===== config.mk =====
export PLATFORM = sky130hd
export DESIGN_NAME = bram_port_initiator
export DESIGN_NICKNAME = d
export VERILOG_FILES = /design/src/rtl/bram_port_initiator.sv
export SDC_FILE = /design/constraint.sdc
export NUM_CORES = 1
export LEC_CHECK = 0
export BUFFER_PORTS_ARGS = -buffer_cell sky130_fd_sc_hd__buf_2
export CAP_MARGIN = 25
export CORE_UTILIZATION = 47
export DETAILED_ROUTE_END_ITERATION = 10
export GPL_ROUTABILITY_DRIVEN = 0
export GPL_TIMING_DRIVEN = 0
export PLACE_DENSITY = 0.77
export REMOVE_ABC_BUFFERS = 1
export SLEW_MARGIN = 20
export SYNTH_ARGS = -nofsm -noshare
export SYNTH_HDL_FRONTEND = slang
export SYNTH_SLANG_ARGS = --single-unit

===== constraint.sdc =====
create_clock -name clk_i -period 2 [get_ports clk_i]
set_input_delay 0.1 -clock clk_i [delete_from_list [all_inputs] [get_ports clk_i]]
set_output_delay 0.1 -clock clk_i [all_outputs]
set_load 0.01 [all_outputs]

===== src/rtl/bram_port_initiator.sv =====
// Command-driven initiator for a 32-bit BRAM_CTRL-style register port.
// Turns READ / WRITE / POLL commands into single port accesses and returns one response each.
//
// state | meaning
// IDLE  | ready for a command
// ISSUE | one-cycle port access (en high)
// WAIT  | RD_LATENCY cycles until dout is valid
// GAP   | idle spacing between poll attempts
// RESP  | response held until accepted
module bram_port_initiator #(
  parameter int RD_LATENCY = 1,
  parameter int POLL_MAX   = 1024,
  parameter int POLL_GAP   = 8
) (
  input  logic        clk_i,
  input  logic        rst_i_n,
  input  logic        cmd_valid_i,
  output logic        cmd_ready_o,
  input  logic [1:0]  cmd_op_i,
  input  logic [31:0] cmd_addr_i,
  input  logic [31:0] cmd_data_i,
  input  logic [3:0]  cmd_be_i,
  input  logic [31:0] cmd_mask_i,
  output logic        rsp_valid_o,
  input  logic        rsp_ready_i,
  output logic [31:0] rsp_data_o,
  output logic [1:0]  rsp_status_o,
  output logic [31:0] bram_addr_o,
  output logic        bram_en_o,
  output logic [3:0]  bram_we_o,
  output logic [31:0] bram_din_o,
  input  logic [31:0] bram_dout_i,
  output logic        bram_rst_o
);

  typedef enum logic [2:0] {S_IDLE, S_ISSUE, S_WAIT, S_GAP, S_RESP} state_t;

  localparam logic [1:0] OP_WRITE   = 2'b01;
  localparam logic [1:0] OP_POLL    = 2'b10;
  localparam logic [1:0] OP_BAD     = 2'b11;
  localparam logic [1:0] ST_OK      = 2'b00;
  localparam logic [1:0] ST_TIMEOUT = 2'b01;
  localparam logic [1:0] ST_BADOP   = 2'b10;

  state_t      r_state, w_state_nxt;
  logic [1:0]  r_op;
  logic [31:0] r_addr, r_din, r_cmp, r_mask;
  logic [3:0]  r_be;
  logic [15:0] r_attempts;
  logic [2:0]  r_wait;
  logic [7:0]  r_gap;
  logic [31:0] r_rsp_data;
  logic [1:0]  r_rsp_status;
  logic        r_bram_rst;

  logic w_accept, w_match, w_wait_done, w_poll_last;

  assign cmd_ready_o = (r_state == S_IDLE) & ~r_bram_rst;
  assign w_accept    = cmd_valid_i & cmd_ready_o;
  assign w_match     = ((bram_dout_i ^ r_cmp) & r_mask) == 32'h0;
  assign w_wait_done = (r_wait == 3'd0);
  assign w_poll_last = (r_attempts == 16'(POLL_MAX));

  always_ff @(posedge clk_i or negedge rst_i_n) begin
    if (!rst_i_n) r_state <= S_IDLE;
    else          r_state <= w_state_nxt;
  end

  always_comb begin
    w_state_nxt = r_state;
    case (r_state)
      S_IDLE:  if (w_accept) w_state_nxt = (cmd_op_i == OP_BAD) ? S_RESP : S_ISSUE;
      S_ISSUE: w_state_nxt = S_WAIT;
      S_WAIT: begin
        if (w_wait_done) begin
          if (r_op != OP_POLL || w_match || w_poll_last) w_state_nxt = S_RESP;
          else if (POLL_GAP == 0)                        w_state_nxt = S_ISSUE;
          else                                           w_state_nxt = S_GAP;
        end
      end
      S_GAP:   if (r_gap == 8'd0) w_state_nxt = S_ISSUE;
      S_RESP:  if (rsp_ready_i) w_state_nxt = S_IDLE;
      default: w_state_nxt = S_IDLE;
    endcase
  end

  always_ff @(posedge clk_i or negedge rst_i_n) begin
    if (!rst_i_n) begin
      r_op         <= 2'b00;
      r_addr       <= 32'h0;
      r_din        <= 32'h0;
      r_cmp        <= 32'h0;
      r_mask       <= 32'h0;
      r_be         <= 4'h0;
      r_attempts   <= 16'h0;
      r_wait       <= 3'h0;
      r_gap        <= 8'h0;
      r_rsp_data   <= 32'h0;
      r_rsp_status <= ST_OK;
      r_bram_rst   <= 1'b1;
    end else begin
      r_bram_rst <= 1'b0;
      case (r_state)
        S_IDLE: begin
          if (w_accept) begin
            r_op       <= cmd_op_i;
            r_cmp      <= cmd_data_i;
            r_mask     <= cmd_mask_i;
            r_be       <= cmd_be_i;
            r_attempts <= 16'h0;
            // addr/din only move when a real access follows, so they hold otherwise
            if (cmd_op_i != OP_BAD) r_addr <= cmd_addr_i & 32'hFFFF_FFFC;
            if (cmd_op_i == OP_WRITE) r_din <= cmd_data_i;
            if (cmd_op_i == OP_BAD) begin
              r_rsp_data   <= 32'h0;
              r_rsp_status <= ST_BADOP;
            end
          end
        end
        S_ISSUE: begin
          r_attempts <= r_attempts + 16'd1;
          r_wait     <= 3'(RD_LATENCY - 1);
        end
        S_WAIT: begin
          if (!w_wait_done) begin
            r_wait <= r_wait - 3'd1;
          end else begin
            r_rsp_data   <= bram_dout_i;
            r_rsp_status <= (r_op == OP_POLL && !w_match) ? ST_TIMEOUT : ST_OK;
            r_gap        <= 8'(POLL_GAP - 1);
          end
        end
        S_GAP:   r_gap <= r_gap - 8'd1;
        default: ;
      endcase
    end
  end

  assign bram_en_o    = (r_state == S_ISSUE);
  assign bram_we_o    = (r_state == S_ISSUE && r_op == OP_WRITE) ? r_be : 4'h0;
  assign bram_addr_o  = r_addr;
  assign bram_din_o   = r_din;
  assign bram_rst_o   = r_bram_rst;
  assign rsp_valid_o  = (r_state == S_RESP);
  assign rsp_data_o   = r_rsp_data;
  assign rsp_status_o = r_rsp_status;

endmodule


## Word level (Yosys, flattened, before mapping)

Index checks and enable logic that the tools add are counted.

| word-level totals | value |
|---|---|
| flip-flop bits (word level) | 197 |
| output and inout port bits | 106 |
| word-level logic and storage cells | 82 |

| operators by class | value |
|---|---|
| add/subtract/negate cells | 3 |
| equal/unequal tests | 17 |
| mux-type cells | 23 |
| bitwise operators | 5 |
| reductions and logical operators | 21 |

Operators by type and width:

| operator | count |
|---|---|
| $mux 32 | 3 |
| $pmux 32 s2 | 1 |
| $and 32x32->32 | 1 |
| $logic_not 32->1 | 1 |
| $pmux 16 s2 | 1 |
| $xor 32x32->32 | 1 |
| $mux 3 | 7 |
| $add 16x1->16 const B | 1 |
| $eq 16x11->1 const B | 1 |
| $mux 16 | 1 |
| $pmux 8 s2 | 1 |
| $pmux 3 s5 | 1 |
| $ne 2x2->1 const B | 6 |
| $logic_not 8->1 | 1 |
| $mux 8 | 1 |
| $reduce_and 2->1 | 4 |
| $reduce_and 4->1 | 2 |
| $reduce_bool 2->1 | 4 |
| $sub 8x1->8 const B | 1 |
| $eq 3x2->1 const B | 2 |
| $logic_not 3->1 | 2 |
| $mux 2 | 3 |
| $pmux 3 s2 | 1 |
| $reduce_and 3->1 | 2 |
| 14 further kinds | 20 |

## Logic depth before layout (Yosys ltp)

Gate-level depths: netlist (run 1).

| depth | value |
|---|---|
| depth after elaboration | 8 |
| depth in mapped cells | 9 |

## Worst setup path before layout (run 1)

OpenSTA, ideal clock, no wires.

| path | value |
|---|---|
| path type | register to register |
| start point | register r_wait[0] |
| end point | register r_rsp_data[24], in the netlist rsp_data_o[24] |
| arrival time | 1,742 ps |
| data required time | 1,879 ps |
| path slack | 137 ps |
| stages on the path, launching flop included | 9 |
| buffers on the path | 2 |
| period minus slack after synthesis | 1,863 ps |
| path through | dfrtp_1 inv_1 ha_1 nor2b_1 a32oi_1 or3_1 clkbuf_1 clkbuf_1 a22o_1 |

| on the way | value |
|---|---|
| longest elaborated chain between the ends | 3 |

RTL lines:

| element | RTL line | text |
|---|---|---|
| start, declared | 50 | `logic [2:0] r_wait;` |
| start signal, assigned | 122 | `r_wait <= 3'(RD_LATENCY - 1);` |
| start signal, assigned | 126 | `r_wait <= r_wait - 3'd1;` |
| $logic_not 3->1 | 61 | `assign w_wait_done = (r_wait == 3'd0);` |
| $ne 2x2->1 (no line) | n/a |  |
| $reduce_and 4->1 (no line) | n/a |  |
| end signal, assigned | 128 | `r_rsp_data <= bram_dout_i;` |
| end, declared | 52 | `logic [31:0] r_rsp_data;` |

Every way passes these cells.
A chain may end at the register's enable or synchronous reset.

## Final worst setup path (run 1)

| path | value |
|---|---|
| start point | register r_state[0] |
| end point | output port bram_we_o[3] |

| on the way | value |
|---|---|
| longest elaborated chain between the ends | 3 |

RTL lines:

| element | RTL line | text |
|---|---|---|
| start, declared | 45 | `state_t r_state, w_state_nxt;` |
| start signal, assigned | 66 | `else r_state <= w_state_nxt;` |
| $eq 3x1->1 | 140 | `assign bram_we_o = (r_state == S_ISSUE && r_op == OP_WRITE) ? r_be : 4'h0;` |
| $logic_and 1x1->1 | 140 |  |
| $mux 4 | 140 |  |
| end, declared | 30 | `output logic [3:0] bram_we_o,` |

Every way passes these cells.

==> reports/metrics.cfg, run 1 <==
[outcome]
outcome = completed

[clocking]
tritoncts.num_buffers = 17
clk_pin_slew_ns = 0.08
clockBufferDepth = 2
clock_latency_ns = 0.43
cts_tree = done
htreeDepth = 4
cts_root_buf = clkbuf_16
clkSinkCount = 197

[route]
first_pass_iters = 4
via_count = 6501
drtIter0Drc = 310
ant_nets = 0
drt-total-wl_um = 22800
wl_per_cell_um = 18.4
via_per_inst = 5.26
drc = 0

[synth]
async_reset_ff_frac = 1.00
synthCells = 607
synth-seq-cells = 197
syn-cell-area_mm2 = 0.00826
syn_avg_cell_area_um2 = 13.6
synth_ff_type = dfrtp_1
synth_edf_count = 0
ys_seq_area_frac = 0.597
synthDistinctLibCells = 48
ys.warnings.count = 0

[power]
leakage_nw = 5.75
vdd_ir_drop_max_mv = 0.765
p_per_area_mw_per_mm2 = 1360
p_total_mw = 16.3

[die]
dieWidth_um = 135
die-area_mm2 = 0.0181
std_cell_rows = 48
pin_count = 244
core-area_mm2 = 0.0172
die_y_um = 135
start_util = 0.479

[timing]
tightestPinTransition_ns = 0.513
rsz0062_at_grt = true
finClkSkew_ns = 0.0133
fin_crit_sh = 0.992
hold_viol_final = 0
relSlewSlack = 0.656
max_freq_mhz = 504
fin_tns_setup_ns = 0
setup_ws_ns = 0.0156
period_needed_ns = 1.98
finalSetupViolCount = 0
maxSlewViolCount = 0

[critical_path]
critPathArrivalTime_ns = 1.88
required_ns = 1.90
r2r_end = bram_din_o[7]$_DFFE_PN0P_
r2r_cells = 6
r2r_slack_ns = 0.05
cp-start-kind = flop
crit_type = flop to primary output
cp_max_fo = 4
rr_startpoint = r_state[0]$_DFFE_PN0P_
end_kind = primary output

[placed_design]
dp_cells = 1051
port_buffers = 239
place_hpwl_um = 13500
pre_cts_slack_ns = -1.17

[final_layout]
multi_input_comb_area_mm2 = 0.00326
fin_cells = 1235
nFillCells = 1154
antennaDiodeCount = 0
final_net_count = 1141
layout-drive-gt1-share = 0.445
regArea_mm2 = 0.00493
syn_to_final_growth_pct = 45.7

[grt]
grt_overflow_total = 0
grt_max_degree = 99
grt_pass1_vias = 6921
grt_util_all_layers = 0.254
grt_pass1_wl_um = 35100
antenna_found_initial = 0

[hold_path]
min_path_type = input port to async pin

[run]
max-cap-violations = 0

## flip-flops by register name, indices dropped and copies added (netlist names), 4 cells and up
name         cells
bram_din_o      32
r_cmp           32
r_be             4
r_mask          32
rsp_data_o      32
bram_addr_o     30
r_attempts      16
r_gap            8
## routing by layer
layer  part of all wire  vias up  GRT usage
met1               0.39     3283      0.283
li1                   -     2980          -
met5                  0        -          0
met3              0.035       54     0.0458
met4              0.034        0      0.126
met2               0.54      184      0.465
## worst max-delay path, cell delays in order (launching register included)
cell	delay (ns)
dfrtp_2	0.44
inv_4	0.06
or3_4	0.41
nor3b_4	0.24
and2_1	0.17
buf_2	0.14
## layout by cell type (no fill, tap or decap), types with 6 or more instances in the layout
| master | n |
|---|---|
| a21oi_1 | 7 |
| a22o_1 | 33 |
| a22oi_1 | 16 |
| and2_1 | 6 |
| buf_2 | 238 |
| buf_4 | 15 |
| clkbuf_16 | 18 |
| dfrtp_1 | 193 |
| dlygate4sd3_1 | 134 |
| ha_1 | 6 |
| inv_1 | 9 |
| mux2_2 | 132 |
| nand2_1 | 21 |
| nand3_1 | 13 |
| nand4_1 | 10 |
| nor2_1 | 11 |
| o21ai_0 | 20 |
| xor2_1 | 32 |
## layout make-up
type,count,area share
clock buffers,18,0.0365
inverters,11,0.00405
clock inverters,14,0.0153
multi-input cells,372,0.271
flip-flops and latches,197,0.410
well taps,225,0.0234
repair buffers,398,0.240
## how the worst max path moves through the flow
stage                                       from                    endpoint  slack [ns]
after floorplan           r_state[0]$_DFFE_PN0P_   bram_din_o[7]$_DFFE_PN0P_       -3.01
after global placement    r_state[0]$_DFFE_PN0P_   bram_din_o[7]$_DFFE_PN0P_       -5.27
after detailed placement  r_state[0]$_DFFE_PN0P_   bram_din_o[7]$_DFFE_PN0P_       -1.17
after CTS                 r_state[0]$_DFFE_PN0P_  bram_din_o[28]$_DFFE_PN0P_      -0.003
after global routing      r_state[0]$_DFFE_PN0P_                bram_we_o[3]       -0.04
final                     r_state[0]$_DFFE_PN0P_                bram_we_o[3]        0.02
## Yosys cell counts, types with 3 or more instances
master    number  area (um^2)
xor2_1        32          280
buf_2         15         75.1
buf_4          3         22.5
nor2_1        12         45.0
dfrtp_1      196         4900
clkbuf_1      12         45.0
o211ai_1       5         37.5
o21ai_0       20          100
and2_1         6         37.5
and3_1         4         25.0
ha_1           6         75.1
mux2_2       132         1490
nor4_1         5         31.3
nor3b_1        3         22.5
nand2b_1       5         31.3
inv_1          9         33.8
a21oi_1        7         35.0
nand3_1       13         65.1
o31ai_1        5         37.5
nand4_1       10         62.6
mux2i_1        4         40.0
a31oi_1        3         18.8
a22o_1        33          289
nand2_1       21         78.8
a22oi_1       16          120
## power breakdown
group / internal (mW) / total [mW] / switching (mW)
clock network: 1.84 / 3.52 / 1.68
registers: 5.73 / 6.76 / 1.04
logic: 3.20 / 6.05 / 2.85
## logic make-up (layout without fill, tap and decap cells)
kind of cell / after synthesis / after routing / synth area share
multiplexers: 137 / 137 / 0.186
other: 1 / 3 / 0.000454
XOR/XNOR: 34 / 34 / 0.0360
buffers and inverters: 41 / 441 / 0.0229
flip-flops: 197 / 197 / 0.597
AO/OA/AOI/OAI: 99 / 99 / 0.0872
adder cells (fa/ha/maj): 6 / 6 / 0.00909
AND/OR/NAND/NOR: 92 / 93 / 0.0613
## stage by stage
stage / util / hold WS [ns] / cell area, um^2
CTS: 0.694 / 0.0384 / 12000
finish: 0.698 / 0.0561 / 12000
floorplan: - / -0.196 / 8130
global route: 0.698 / 0.0437 / 12000
detailed placement: 0.570 / -0.0907 / 9820
global placement: 0.557 / 0.332 / 9600
## timing repair
item,CTS,global route
gates cloned,1,1
pin swaps,7,4
setup endpoints to repair,171,73
endpoints found under the hold margin,271,0
gates resized for setup,15,3
buffers inserted,11,5
hold buffers,134,0
Power figures use the tool's default switching activity.
==> run 2, diff against run 1 <==
--- a/config.mk
+++ b/config.mk
@@ -5,6 +5,7 @@
 export SDC_FILE = /design/constraint.sdc
 export NUM_CORES = 1
 export LEC_CHECK = 0
+export ABC_CLOCK_PERIOD_IN_PS = 2000
 export BUFFER_PORTS_ARGS = -buffer_cell sky130_fd_sc_hd__buf_2
 export CAP_MARGIN = 25
 export CORE_UTILIZATION = 47
@@ -12,6 +13,7 @@
 export GPL_ROUTABILITY_DRIVEN = 0
 export GPL_TIMING_DRIVEN = 0
 export PLACE_DENSITY = 0.77
+export RECOVER_POWER = 100
 export REMOVE_ABC_BUFFERS = 1
 export SLEW_MARGIN = 20
 export SYNTH_ARGS = -nofsm -noshare
==> reports/metrics.cfg, run 2 (same netlist as run 1, synthesis figures left out) <==
[clocking]
htreeDepth = 4
clock_latency_ns = 0.43
tritoncts.num_buffers = 17
clk_pin_slew_ns = 0.08
clockBufferDepth = 2
cts_tree = done
cts_root_buf = clkbuf_16
clkSinkCount = 197

[final_layout]
antennaDiodeCount = 0
post-route-util = 0.690
layout-drive-gt1-share = 0.349
final_area_mm2 = 0.0119
final_common_cell = dfrtp_1
syn_to_final_growth_pct = 44.0
final_cell_mix = dfrtp_1 (193), buf_2 (142), dlygate4sd3_1 (134)
final_net_count = 1141

[critical_path]
crit_slowest_cell = dfrtp_2
r2r_slack_ns = 0.04
critPathArrivalTime_ns = 1.88
critPathMaxStageDelay_ns = 0.44
crit_type = flop to primary output
required_ns = 1.90
end_kind = primary output
cp-start-kind = flop
crit_path_cell_trace = inv_4, or3_4, nor3b_4, and2_1, buf_2
cp_max_fo = 4

[die]
std_cell_rows = 48
dieWidth_um = 135
start_util = 0.479
die-area_mm2 = 0.0181
core-area_mm2 = 0.0172
die_y_um = 135
pin_count = 244

[route]
via_count = 6506
via_per_inst = 5.27
met3_length_um = 777
dr_wl_met2_um = 12300
first_pass_iters = 4
ant_nets = 0
drc = 0
wl_met1_um = 8870
drtIter0Drc = 274
top_layer = met4
wl_per_cell_um = 18.4
drt-total-wl_um = 22700

[timing]
fin_crit_sh = 0.990
fin_tns_setup_ns = 0
period_needed_ns = 1.98
max_freq_mhz = 505
setup_ws_ns = 0.0205
maxSlewViolCount = 0
hold_viol_final = 0
tightestPinTransition_ns = 0.700
finalSetupViolCount = 0
relSlewSlack = 0.533
finClkSkew_ns = 0.0143
rsz0062_at_grt = true

[grt]
antenna_found_initial = 0
grt_max_degree = 99
grt_pass1_vias = 6921
grt_overflow_total = 0
grt_util_all_layers = 0.254
grt_pass1_wl_um = 35100

[placed_design]
placed_area_mm2 = 0.00982
place_hpwl_um = 13500
port_buffers = 239
pre_cts_slack_ns = -1.17

[power]
power_frac_seq = 0.422
p_sw_frac = 0.347
vdd_ir_drop_max_mv = 0.755
p_per_area_mw_per_mm2 = 1350
p_sw_mw = 5.58
pwr-share-clk = 0.219
leakage_nw = 5.44
p_int_mw = 10.5
comb_power_share = 0.359

[run]
max-cap-violations = 0

[hold_path]
min_path_type = input port to async pin

[outcome]
outcome = completed

## run 2: cell types whose count changed in the layout (fill, tap and decap cells not counted)
cell / previous run / this run
buf_12: 4 / 5
clkbuf_1: 0 / 97
buf_2: 238 / 142
buf_16: 4 / 3
buf_8: 2 / 1
## run 2: repair_timing
item	in CTS	in global routing
resized for setup	15	3
endpoints found under the setup margin	171	73
buffers inserted	11	5
gates cloned	1	1
pin swaps	7	4
hold buffers	134	0
endpoints found under the hold margin	271	0
## run 2: final timing paths
check	from	cells past startpoint	endpoint
worst max-delay path	r_state[0]$_DFFE_PN0P_	5	bram_we_o[3]
worst min-delay path	rst_i_n	2	r_cmp[12]$_DFFE_PN0P_
worst max register to register	r_state[0]$_DFFE_PN0P_	6	bram_din_o[7]$_DFFE_PN0P_
worst min register to register	r_gap[5]$_DFFE_PN0P_	1	r_gap[5]$_DFFE_PN0P_
max in group asynchronous	rst_i_n	4	r_state[2]$_DFFE_PN0P_
min in group clk_i	cmd_valid_i	3	r_mask[15]$_DFFE_PN0P_
## run 2: worst max-delay path, delay by kind of cell (launching register included)
| kind | cells | cell delay, ns |
|---|---|---|
| AND/OR/NAND/NOR | 3 | 0.82 |
| buffers and inverters | 2 | 0.20 |
| flip-flops | 1 | 0.44 |
## run 2: power groups by stage
stage / sequential, mW / clock [mW] / combinational, mW
finish: 6.79 / 3.52 / 5.78
global placement: 6.69 / 0 / 5.12
global route: 6.99 / 3.74 / 6.23
detailed placement: 6.75 / 0 / 5.35
CTS: 6.69 / 3.58 / 5.83
floorplan: 7.06 / 0 / 2.83
## run 2: cell type report
| class | instances | area [um^2] |
|---|---|---|
| multi-input cells | 372 | 3260 |
| fillers | 1222 | 5340 |
| repair buffers | 398 | 2750 |
| well taps | 225 | 282 |
| clock buffers | 18 | 439 |
| flip-flops and latches | 197 | 4930 |
| inverters | 11 | 48.8 |
| clock inverters | 14 | 184 |
## run 2: stage by stage
step,hold slack (ns),std cells,total power [mW]
final,0.231,1235,16.1
after global placement,0.332,1043,11.8
after CTS,0.0384,1229,16.1
after global routing,0.283,1235,17.0
after detailed placement,-0.0907,1051,12.1
after floorplan,-0.196,579,9.89
## run 2: layer usage
metal / vias up / track usage
met5: - / 0
met4: 0 / 0.126
met3: 51 / 0.0458
met2: 180 / 0.465
met1: 3290 / 0.283
li1: 2985 / -
